### src/rtl/vischain_if.sv
// Visibility chain bundle: parallel per-link load bus (par_*) plus the serial head stream (m_*).
// Latency: none; this file only carries wires.
// Backpressure: par_ready_o gates each load link; m_ready_i stalls the head stream.
//
// slave  : the chain itself (takes par words, drives the head stream)
// master : the surrounding correlator array / readout side
interface vischain_if #(
    parameter int LENGTH = 4,
    parameter int WIDTH  = 7
);
    localparam int TBITS = $clog2(LENGTH);

    logic [LENGTH-1:0]       par_valid_i;
    logic [LENGTH*WIDTH-1:0] par_rdata_i;
    logic [LENGTH*WIDTH-1:0] par_idata_i;
    logic [LENGTH-1:0]       par_ready_o;
    logic                    m_valid_o;
    logic                    m_ready_i;
    logic [WIDTH-1:0]        m_rdata_o;
    logic [WIDTH-1:0]        m_idata_o;
    logic [TBITS-1:0]        m_tag_o;

    modport slave (
        input  par_valid_i, par_rdata_i, par_idata_i, m_ready_i,
        output par_ready_o, m_valid_o, m_rdata_o, m_idata_o, m_tag_o
    );

    modport master (
        output par_valid_i, par_rdata_i, par_idata_i, m_ready_i,
        input  par_ready_o, m_valid_o, m_rdata_o, m_idata_o, m_tag_o
    );
endinterface

### src/rtl/vischain.sv
// Merges LENGTH parallel visibility results (real/imag + source tag) into one serial stream.
// Latency: a word loaded into link ii reaches m_* after d cycles (d = distance to head), +1 per stall.
// Backpressure: m_ready_i low with head valid freezes the whole chain; par_ready_o flags loss-free loads.
//
// Ports:
//   clock, reset      : clock and synchronous active-high reset
//   bus (slave)       : par_valid_i/par_rdata_i/par_idata_i/par_ready_o per link,
//                       m_valid_o/m_ready_i/m_rdata_o/m_idata_o/m_tag_o head stream
//   overflow_o        : sticky, set when any par word or chain word was lost
//   drop_count_o      : saturating count of lost words (only with VISCHAIN_DROP_COUNT_EN)
//
// Optional feature macro: VISCHAIN_DROP_COUNT_EN
module vischain #(
    parameter int LENGTH  = 4,
    parameter int WIDTH   = 7,
    parameter int REVERSE = 1
) (
    input  logic        clock,
    input  logic        reset,
    vischain_if.slave   bus,
    output logic        overflow_o
`ifdef VISCHAIN_DROP_COUNT_EN
    ,
    output logic [15:0] drop_count_o
`endif
);
    localparam int TBITS = $clog2(LENGTH);
    // REVERSE=1 drains toward link 0, REVERSE=0 toward link LENGTH-1.
    localparam int HEAD  = (REVERSE != 0) ? 0 : LENGTH - 1;

    typedef struct packed {
        logic             vld;
        logic [TBITS-1:0] tag;
        logic [WIDTH-1:0] rdat;
        logic [WIDTH-1:0] idat;
    } link_t;

    link_t             link_q [LENGTH];
    link_t             link_d [LENGTH];
    link_t             up     [LENGTH];   // contents of each link's upstream neighbour
    logic [LENGTH-1:0] par_rdy;
    logic [LENGTH-1:0] lost;
    logic              adv;

    // Single global enable: the chain shifts as a whole whenever the head
    // is empty or being accepted. No per-link bubble compaction.
    assign adv = ~link_q[HEAD].vld | bus.m_ready_i;

    for (genvar k = 0; k < LENGTH; k++) begin : g_link
        link_t par_word;

        // The tail link has no upstream; it shifts in an empty slot.
        if (REVERSE != 0) begin : g_up_rev
            if (k == LENGTH - 1) begin : g_tail
                assign up[k] = '0;
            end else begin : g_mid
                assign up[k] = link_q[k+1];
            end
        end else begin : g_up_fwd
            if (k == 0) begin : g_tail
                assign up[k] = '0;
            end else begin : g_mid
                assign up[k] = link_q[k-1];
            end
        end

        assign par_word = '{
            vld:  1'b1,
            tag:  TBITS'(k),
            rdat: bus.par_rdata_i[k*WIDTH +: WIDTH],
            idat: bus.par_idata_i[k*WIDTH +: WIDTH]
        };

        // Shifting: a par load overrides whatever would arrive from upstream.
        // Stalled: a par load only lands in an empty link; occupied links keep their word.
        assign link_d[k] = adv
            ? (bus.par_valid_i[k] ? par_word : up[k])
            : ((bus.par_valid_i[k] && !link_q[k].vld) ? par_word : link_q[k]);

        // A load is loss-free when the slot it lands in would otherwise be
        // empty: the upstream word when shifting, the link itself when stalled.
        assign par_rdy[k] = adv ? ~up[k].vld : ~link_q[k].vld;
    end

    assign lost            = bus.par_valid_i & ~par_rdy;
    assign bus.par_ready_o = par_rdy;

    always_ff @(posedge clock) begin
        if (reset) begin
            for (int i = 0; i < LENGTH; i++) begin
                link_q[i] <= '0;
            end
            overflow_o <= 1'b0;
        end else begin
            for (int i = 0; i < LENGTH; i++) begin
                link_q[i] <= link_d[i];
            end
            if (|lost) begin
                overflow_o <= 1'b1;
            end
        end
    end

    // Head stream straight from link registers; par data never reaches m_* in the same cycle.
    assign bus.m_valid_o = link_q[HEAD].vld;
    assign bus.m_rdata_o = link_q[HEAD].rdat;
    assign bus.m_idata_o = link_q[HEAD].idat;
    assign bus.m_tag_o   = link_q[HEAD].tag;

`ifdef VISCHAIN_DROP_COUNT_EN
    localparam int CBITS = $clog2(LENGTH + 1);

    logic [CBITS-1:0] lost_cnt;
    logic [16:0]      drop_sum;

    assign lost_cnt = CBITS'($countones(lost));
    assign drop_sum = {1'b0, drop_count_o} + 17'(lost_cnt);

    always_ff @(posedge clock) begin
        if (reset) begin
            drop_count_o <= '0;
        end else begin
            drop_count_o <= drop_sum[16] ? 16'hFFFF : drop_sum[15:0];
        end
    end
`endif
endmodule

### src/flat_wrapper.sv
// flat-port wrapper written by rule: the top's interface ports become plain ports
module vischain_flat 
#(
    parameter int LENGTH  = 4,
    parameter int WIDTH   = 7,
    parameter int REVERSE = 1
)
  (clock, reset, overflow_o, bus_par_valid_i, bus_par_rdata_i, bus_par_idata_i, bus_m_ready_i, bus_par_ready_o, bus_m_valid_o, bus_m_rdata_o, bus_m_idata_o, bus_m_tag_o);
  vischain_if #(.LENGTH(LENGTH), .WIDTH(WIDTH)) bus_i ();
  input  logic clock;
  input  logic reset;
  output logic overflow_o;
  input wire logic [$bits(bus_i.par_valid_i)-1:0] bus_par_valid_i;
  input wire logic [$bits(bus_i.par_rdata_i)-1:0] bus_par_rdata_i;
  input wire logic [$bits(bus_i.par_idata_i)-1:0] bus_par_idata_i;
  input wire logic [$bits(bus_i.m_ready_i)-1:0] bus_m_ready_i;
  output wire logic [$bits(bus_i.par_ready_o)-1:0] bus_par_ready_o;
  output wire logic [$bits(bus_i.m_valid_o)-1:0] bus_m_valid_o;
  output wire logic [$bits(bus_i.m_rdata_o)-1:0] bus_m_rdata_o;
  output wire logic [$bits(bus_i.m_idata_o)-1:0] bus_m_idata_o;
  output wire logic [$bits(bus_i.m_tag_o)-1:0] bus_m_tag_o;
  assign bus_i.par_valid_i = bus_par_valid_i;
  assign bus_i.par_rdata_i = bus_par_rdata_i;
  assign bus_i.par_idata_i = bus_par_idata_i;
  assign bus_i.m_ready_i = bus_m_ready_i;
  assign bus_par_ready_o = bus_i.par_ready_o;
  assign bus_m_valid_o = bus_i.m_valid_o;
  assign bus_m_rdata_o = bus_i.m_rdata_o;
  assign bus_m_idata_o = bus_i.m_idata_o;
  assign bus_m_tag_o = bus_i.m_tag_o;
  vischain #(.LENGTH(LENGTH), .WIDTH(WIDTH), .REVERSE(REVERSE)) u_core (.clock(clock), .reset(reset), .bus(bus_i), .overflow_o(overflow_o));
endmodule
### config.mk
export PLATFORM = sky130hd
export DESIGN_NAME = vischain_flat
export DESIGN_NICKNAME = d
export VERILOG_FILES = /design/src/rtl/vischain_if.sv /design/src/rtl/vischain.sv /design/src/flat_wrapper.sv
export SDC_FILE = /design/constraint.sdc
export NUM_CORES = 1
export LEC_CHECK = 0
export ABC_CLOCK_PERIOD_IN_PS = 1100
export BUFFER_PORTS_ARGS = -buffer_cell sky130_fd_sc_hd__buf_2
export CAP_MARGIN = 20
export CORE_MARGIN = 8
export CORE_UTILIZATION = 40
export CTS_BUF_LIST = sky130_fd_sc_hd__clkbuf_4
export CTS_CLUSTER_DIAMETER = 150
export DETAILED_ROUTE_END_ITERATION = 16
export HOLD_SLACK_MARGIN = 0.15
export PLACE_DENSITY = 0.66
export SYNTH_ARGS = -nofsm -noshare
export SYNTH_HDL_FRONTEND = slang
export SYNTH_SLANG_ARGS = --single-unit
### constraint.sdc
create_clock -name clock -period 1.1 [get_ports clock]
set_input_delay 0.055 -clock clock [delete_from_list [all_inputs] [get_ports clock]]
set_output_delay 0.055 -clock clock [all_outputs]
set_load 0.005 [all_outputs]
==> results.py, run 1 <==
metrics = {
    "sta": {
        "max-slew-margin-rel": 0.683,
        "worst_clock_skew_ns": 0.0162,
        "timing.setup.tns_ns": -11.32,
        "worst-slew-pin-transition_ns": 0.475,
        "final_min_period_over_clock_period": 1.26,
        "post-route-min-period_ns": 1.39,
        "timing_max_transition_violations_final": 0,
        "final-setup-viol-count": 65,
        "unrepaired_setup_endpoints_after_global_routing": "true",
        "post-route-worst-setup-slack_ns": -0.291,
        "maximum_operating_frequency_ghz": 0.719,
        "report.final.hold_viol_count": 0,
    },
    "layout": {
        "multi_input_area_sq_um": 1600,
        "final-seq-area_sq_um": 1330,
        "layout-drive-gt1-share": 0.372,
        "finalNetCount": 537,
        "mostFrequentLayoutCells": "buf_2 (83), nor2_1 (74), dfxtp_1 (64), dlygate4sd3_1 (61), mux2i_1 (28)",
        "final_area_sq_um": 4650,
        "final.fill_count": 588,
        "layout.cells.most_common": "buf_2",
        "n_antenna_cell": 0,
        "area_growth_syn_to_layout_pct": 54.5,
    },
    "floorplan": {
        "boundaryPins": 85,
        "dieArea_sq_um": 10600,
        "row_count": 31,
        "die_h_microns": 103,
        "die_x_microns": 103,
        "start_util": 0.415,
        "design.core.area_sq_um": 7250,
    },
    "outcome": {
        "status": "finished with violations",
        "violations": "setup timing",
    },
    "placement": {
        "place_hpwl_microns": 5590,
        "placed_area_sq_um": 3510,
        "globalplace.congestion": 0.770,
        "pre_cts_slack_ns": -0.338,
        "placement.io_buffers": 84,
    },
    "synth": {
        "synth.cell_area_sq_um": 3010,
        "mapped_cells": 333,
        "yosys-mux-area-fraction": 0.100,
        "yosys.area_share.xor_xnor": 0,
        "post_synthesis_adder_cell_area_fraction": 0,
        "synth-seq-cells": 66,
        "syn-mean-instance-area_sq_um": 9.03,
        "synth.top_cell.area_share": 0.439,
        "ys.warnings.count": 0,
        "sequential_share_of_the_synthesized_area": 0.439,
        "synth_compound_area_frac": 0.215,
        "mappedNetlistNets": 396,
        "synth-simple-area-share": 0.142,
        "post-synth-top-area-cell": "dfxtp_1",
        "netlist_top_cells_area": "dfxtp_1 (44%), mux2i_1 (9.7%), nor2_1 (9.5%)",
        "yosys.cell_types.count": 32,
        "main_combinational_cell_family_by_area_after_synthesis": "compound AO/OA/AOI/OAI gates",
    },
    "setup_path": {
        "crit_path_max_fanout": 4,
        "worstSetupStartpointType": "flip-flop",
        "timing.critical_path.required_ns": 1.04,
        "endpoint_kind": "output port",
        "crit_path_kind": "reg2out",
        "critical_path_arrival_ns": 1.34,
    },
    "clocking": {
        "clock_sink_count": 66,
        "cts_tree": "built",
        "clk_latency_ns": 0.40,
        "cts.path.max_buffers": 2,
        "cts.htree.levels": 3,
        "root_buffer": "clkbuf_4",
        "clk_transition_reported_paths_ns": 0.11,
        "tritoncts.num_buffers": 9,
    },
    "global_routing": {
        "grt_start_max_net_pins": 39,
        "grt_pass1_vias": 2881,
        "grt_first_pass_wirelength_microns": 14200,
        "groute.usage.overall": 0.170,
        "initial_antenna_violation_count": 0,
        "grt.overflow.total": 0,
    },
    "routing": {
        "num_vias": 2908,
        "routed_wl_microns": 8720,
        "drtPass1Iterations": 4,
        "post_drt_wl_per_cell_microns": 15.1,
        "detail_route.drc_violations": 0,
        "final_antenna_net_count": 0,
        "drt_first_iter_violations": 101,
        "vias_per_cell": 5.03,
    },
    "power_and_ir_drop": {
        "leakagePower_nw": 2.03,
        "irDropWorstVdd_v": 0.000659,
        "power.density_cell_area_nw_per_um2": 1180,
    },
    "flow_run": {
        "max-cap-violations": 0,
    },
    "min_path": {
        "worst_min_path_class": "in2reg",
    },
}
-- logic make-up after synthesis --
logic type,count (synthesis)
multiplexers,30
buffers and inverters,50
AO/OA/AOI/OAI,84
AND/OR/NAND/NOR,103
flip-flops,66
-- sequential cells by signal (all words and copies together) (netlist names) --
signal and flops:
u_core.link_q 65, u_core.overflow_o 1
-- cell type report --
cell class | instances | share of cell area
multi-input combinational | 217 | 0.344
timing repair buffer | 175 | 0.311
sequential | 66 | 0.285
tap | 99 | 0.0267
clock buffer | 12 | 0.0194
clock inverter | 4 | 0.00916
inverter | 5 | 0.00404
-- metrics by stage --
stage | total power, mW | hold WS, ns | util | cells
2_1_floorplan | 3.29 | 0.172 | - | 333
4_1_cts | 5.46 | 0.191 | 0.628 | 576
3_3_place_gp | 3.56 | 0.289 | 0.483 | 491
3_5_place_dp | 3.58 | 0.295 | 0.483 | 491
6_report | 5.48 | 0.223 | 0.641 | 578
5_1_grt | 5.74 | 0.216 | 0.641 | 578
-- worst max-delay path, cell delays in order, from the launching register on --
cell	delay [ns]
dfxtp_4	0.37
nand2b_4	0.10
mux2_4	0.31
inv_2	0.06
buf_6	0.09
-- cell usage after synthesis --
cell type	instances
nand2b_1	2
dfxtp_1	66
nor3_1	1
a221oi_2	3
a21boi_2	1
o32ai_1	1
mux2_2	1
o21ai_0	14
buf_4	24
clkbuf_2	1
a32oi_1	1
a211oi_1	14
a2bb2oi_1	1
and2b_4	2
buf_6	3
o21ai_2	1
nor2_1	76
o21a_1	1
a21oi_2	1
or3_1	1
buf_2	8
inv_1	5
nand2_1	18
nand3b_1	1
a21oi_1	5
a311oi_1	15
a221oi_1	11
clkbuf_1	9
a31oi_1	1
mux2i_1	29
a22oi_1	14
nor2_4	2
-- timing repair --
action	4_1_cts	5_1_grt
pin swaps	14	4
setup endpoints to repair	68	67
gates resized for setup	54	17
hold endpoints to repair	64	0
buffers inserted	7	3
cloned	2	1
hold buffers	61	0
-- where the power goes --
group	switching [mW]	internal, mW
clock network	0.805	0.754
registers	0.117	2.57
logic	0.546	0.693
total	1.47	4.01
-- final timing paths --
path              depth (start not counted)  slack [ns]                 start                   end
hold / removal                            3        0.22    bus_par_valid_i[0]  u_core.link_q[0][16]
setup reg to reg                          5       -0.27  u_core.link_q[0][16]     u_core.overflow_o
setup / recovery                          4       -0.29  u_core.link_q[0][16]    bus_par_ready_o[1]
hold reg to reg                           2        0.46  u_core.link_q[0][15]  u_core.link_q[0][15]
-- metal layers --
| metal | global-route usage | part of all wire | up-vias |
|---|---|---|---|
| met5 | 0 | 0 | - |
| met4 | 0.0982 | 0.025 | 0 |
| met3 | 0.0344 | 0.045 | 20 |
| met2 | 0.274 | 0.50 | 75 |
| met1 | 0.206 | 0.43 | 1348 |
| li1 | - | - | 1465 |
Power figures use the tool's default switching activity.
==> run 2: changes to the inputs <==
--- a/config.mk
+++ b/config.mk
@@ -6,7 +6,7 @@
 export NUM_CORES = 1
 export LEC_CHECK = 0
 export ABC_CLOCK_PERIOD_IN_PS = 1100
-export BUFFER_PORTS_ARGS = -buffer_cell sky130_fd_sc_hd__buf_2
+export BUFFER_PORTS_ARGS = -buffer_cell sky130_fd_sc_hd__buf_4
 export CAP_MARGIN = 20
 export CORE_MARGIN = 8
 export CORE_UTILIZATION = 40
==> results.py, run 2 (synthesis gave the netlist of run 1 again) <==
metrics = {
    "outcome": {
        "status": "finished with violations",
        "violations": "setup timing",
    },
    "layout": {
        "layout-drive-gt1-share": 0.425,
        "largest_register_ffs": 65,
        "largestRegisters": "u_core.link_q: 65 flops, u_core.overflow_o: 1 flops",
        "utilization": 0.703,
        "layout.cells.most_common": "buf_4",
        "mostFrequentLayoutCells": "buf_4 (94), dfxtp_1 (65), nor2_1 (61), dlygate4sd3_1 (61), mux2i_1 (28)",
        "regMostFlops": "u_core.link_q",
        "final-seq-area_sq_um": 1330,
        "finalNetCount": 545,
        "final.fill_count": 506,
        "area_growth_syn_to_layout_pct": 69.6,
        "multi_input_area_sq_um": 1700,
        "final_area_sq_um": 5100,
    },
    "placement": {
        "placement.io_buffers": 84,
        "pre_cts_slack_ns": -0.230,
        "globalplace.congestion": 0.786,
        "place_hpwl_microns": 5510,
        "placed_area_sq_um": 3720,
    },
    "setup_path": {
        "crit_path_max_fanout": 15,
        "worstSetupStartpointType": "primary input",
        "critical_path_arrival_ns": 1.74,
        "endpoint_kind": "flip-flop",
        "crit_path_kind": "in2reg",
        "timing.critical_path.required_ns": 1.41,
    },
    "global_routing": {
        "grt.overflow.total": 0,
        "gr-usage-met1": 0.195,
        "grt_first_pass_wirelength_microns": 14400,
        "grt_busiest_layer": "met2",
        "grt_pass1_vias": 2987,
        "gr_layer_usage_met2": 0.304,
        "initial_antenna_violation_count": 1,
        "m3_gr_usage": 0.0513,
        "grt_start_max_net_pins": 30,
        "groute.usage.overall": 0.174,
    },
    "sta": {
        "worst_clock_skew_ns": 0.0191,
        "timing_max_transition_violations_final": 0,
        "worst-slew-pin-transition_ns": 0.362,
        "timing.setup.tns_ns": -12.38,
        "report.final.hold_viol_count": 0,
        "max-slew-margin-rel": 0.759,
        "maximum_operating_frequency_ghz": 0.697,
        "final_hold_slack_ns": 0.219,
        "post-route-worst-setup-slack_ns": -0.334,
        "final_min_period_over_clock_period": 1.30,
        "final-setup-viol-count": 68,
        "unrepaired_setup_endpoints_after_global_routing": "true",
        "post-route-min-period_ns": 1.43,
    },
    "clocking": {
        "tritoncts.num_buffers": 9,
        "clk_latency_ns": 0.40,
        "cts_tree": "built",
        "clk_transition_reported_paths_ns": 0.10,
        "root_buffer": "clkbuf_4",
        "cts.path.max_buffers": 2,
        "cts.htree.levels": 3,
        "clock_sink_count": 66,
    },
    "floorplan": {
        "row_count": 31,
        "design.core.area_sq_um": 7250,
        "die_x_microns": 103,
        "boundaryPins": 85,
        "die_h_microns": 103,
        "start_util": 0.415,
        "dieArea_sq_um": 10600,
    },
    "flow_run": {
        "max-cap-violations": 0,
    },
    "min_path": {
        "worst_min_path_class": "in2reg",
    },
    "power_and_ir_drop": {
        "power.density_cell_area_nw_per_um2": 1200,
        "irDropWorstVdd_v": 0.000920,
        "leakagePower_nw": 2.16,
    },
    "routing": {
        "num_vias": 2966,
        "drtPass1Iterations": 4,
        "final_antenna_net_count": 0,
        "post_drt_wl_per_cell_microns": 15.6,
        "routed_wl_microns": 9160,
        "vias_per_cell": 5.05,
        "detail_route.drc_violations": 0,
        "drt_first_iter_violations": 125,
    },
}
[run 2: cell count changes in the layout (fill, tap and decap cells not counted), sizes merged]
cell / change
bufinv: +2
clkinvlp: +1
clkinv: -1
buf: +8
diode: +1
clkbuf: -2
[run 2: critical path, cell delays in order]
cell	delay [ns]
buf_4	0.09
dlygate4sd3_1	0.71
inv_1	0.15
o21ai_4	0.25
buf_12	0.18
nor2_1	0.06
a311oi_2	0.25
[run 2: power by group]
group          internal [mW]  switching, mW
logic                  0.841          0.599
clock network           1.16          0.849
registers               2.57          0.121
[run 2: what timing repair did]
item / 4_1_cts / 5_1_grt
endpoints found under the setup margin: 67 / 68
pin swaps: 14 / 16
setup buffers: 14 / 3
cloned: 2 / 1
endpoints found under the hold margin: 65 / 11
gates resized for setup: 67 / 28
hold buffers: 61 / 1
[run 2: metrics by stage]
step / power (mW) / instances
2_1_floorplan: 3.29 / 333
3_3_place_gp: 3.66 / 493
6_report: 6.14 / 587
4_1_cts: 6.07 / 583
3_5_place_dp: 3.68 / 493
5_1_grt: 6.40 / 587
[run 2: cell type report]
cell class | instances | area share
diodes | 1 | 0.000491
repair buffers | 183 | 0.343
clock inverters | 6 | 0.0206
multi-input cells | 217 | 0.333
flip-flops and latches | 66 | 0.260
well taps | 99 | 0.0243
clock buffers | 10 | 0.0147
inverters | 5 | 0.00417
[run 2: worst paths after layout]
path | from | to | slack, ns | cells after the start
hold reg to reg | u_core.link_q[0][14] | u_core.link_q[0][14] | 0.46 | 2
setup reg to reg | u_core.link_q[0][16] | u_core.link_q[0][23] | -0.33 | 5
setup / recovery | bus_par_valid_i[1] | u_core.link_q[0][23] | -0.33 | 7
hold / removal | bus_par_valid_i[1] | u_core.link_q[0][26] | 0.22 | 4
[run 2: metal layers]
layer,share of wire,wire [microns]
met1,0.41,3770
met2,0.51,4670
met3,0.059,538
met4,0.019,174
met5,0,0
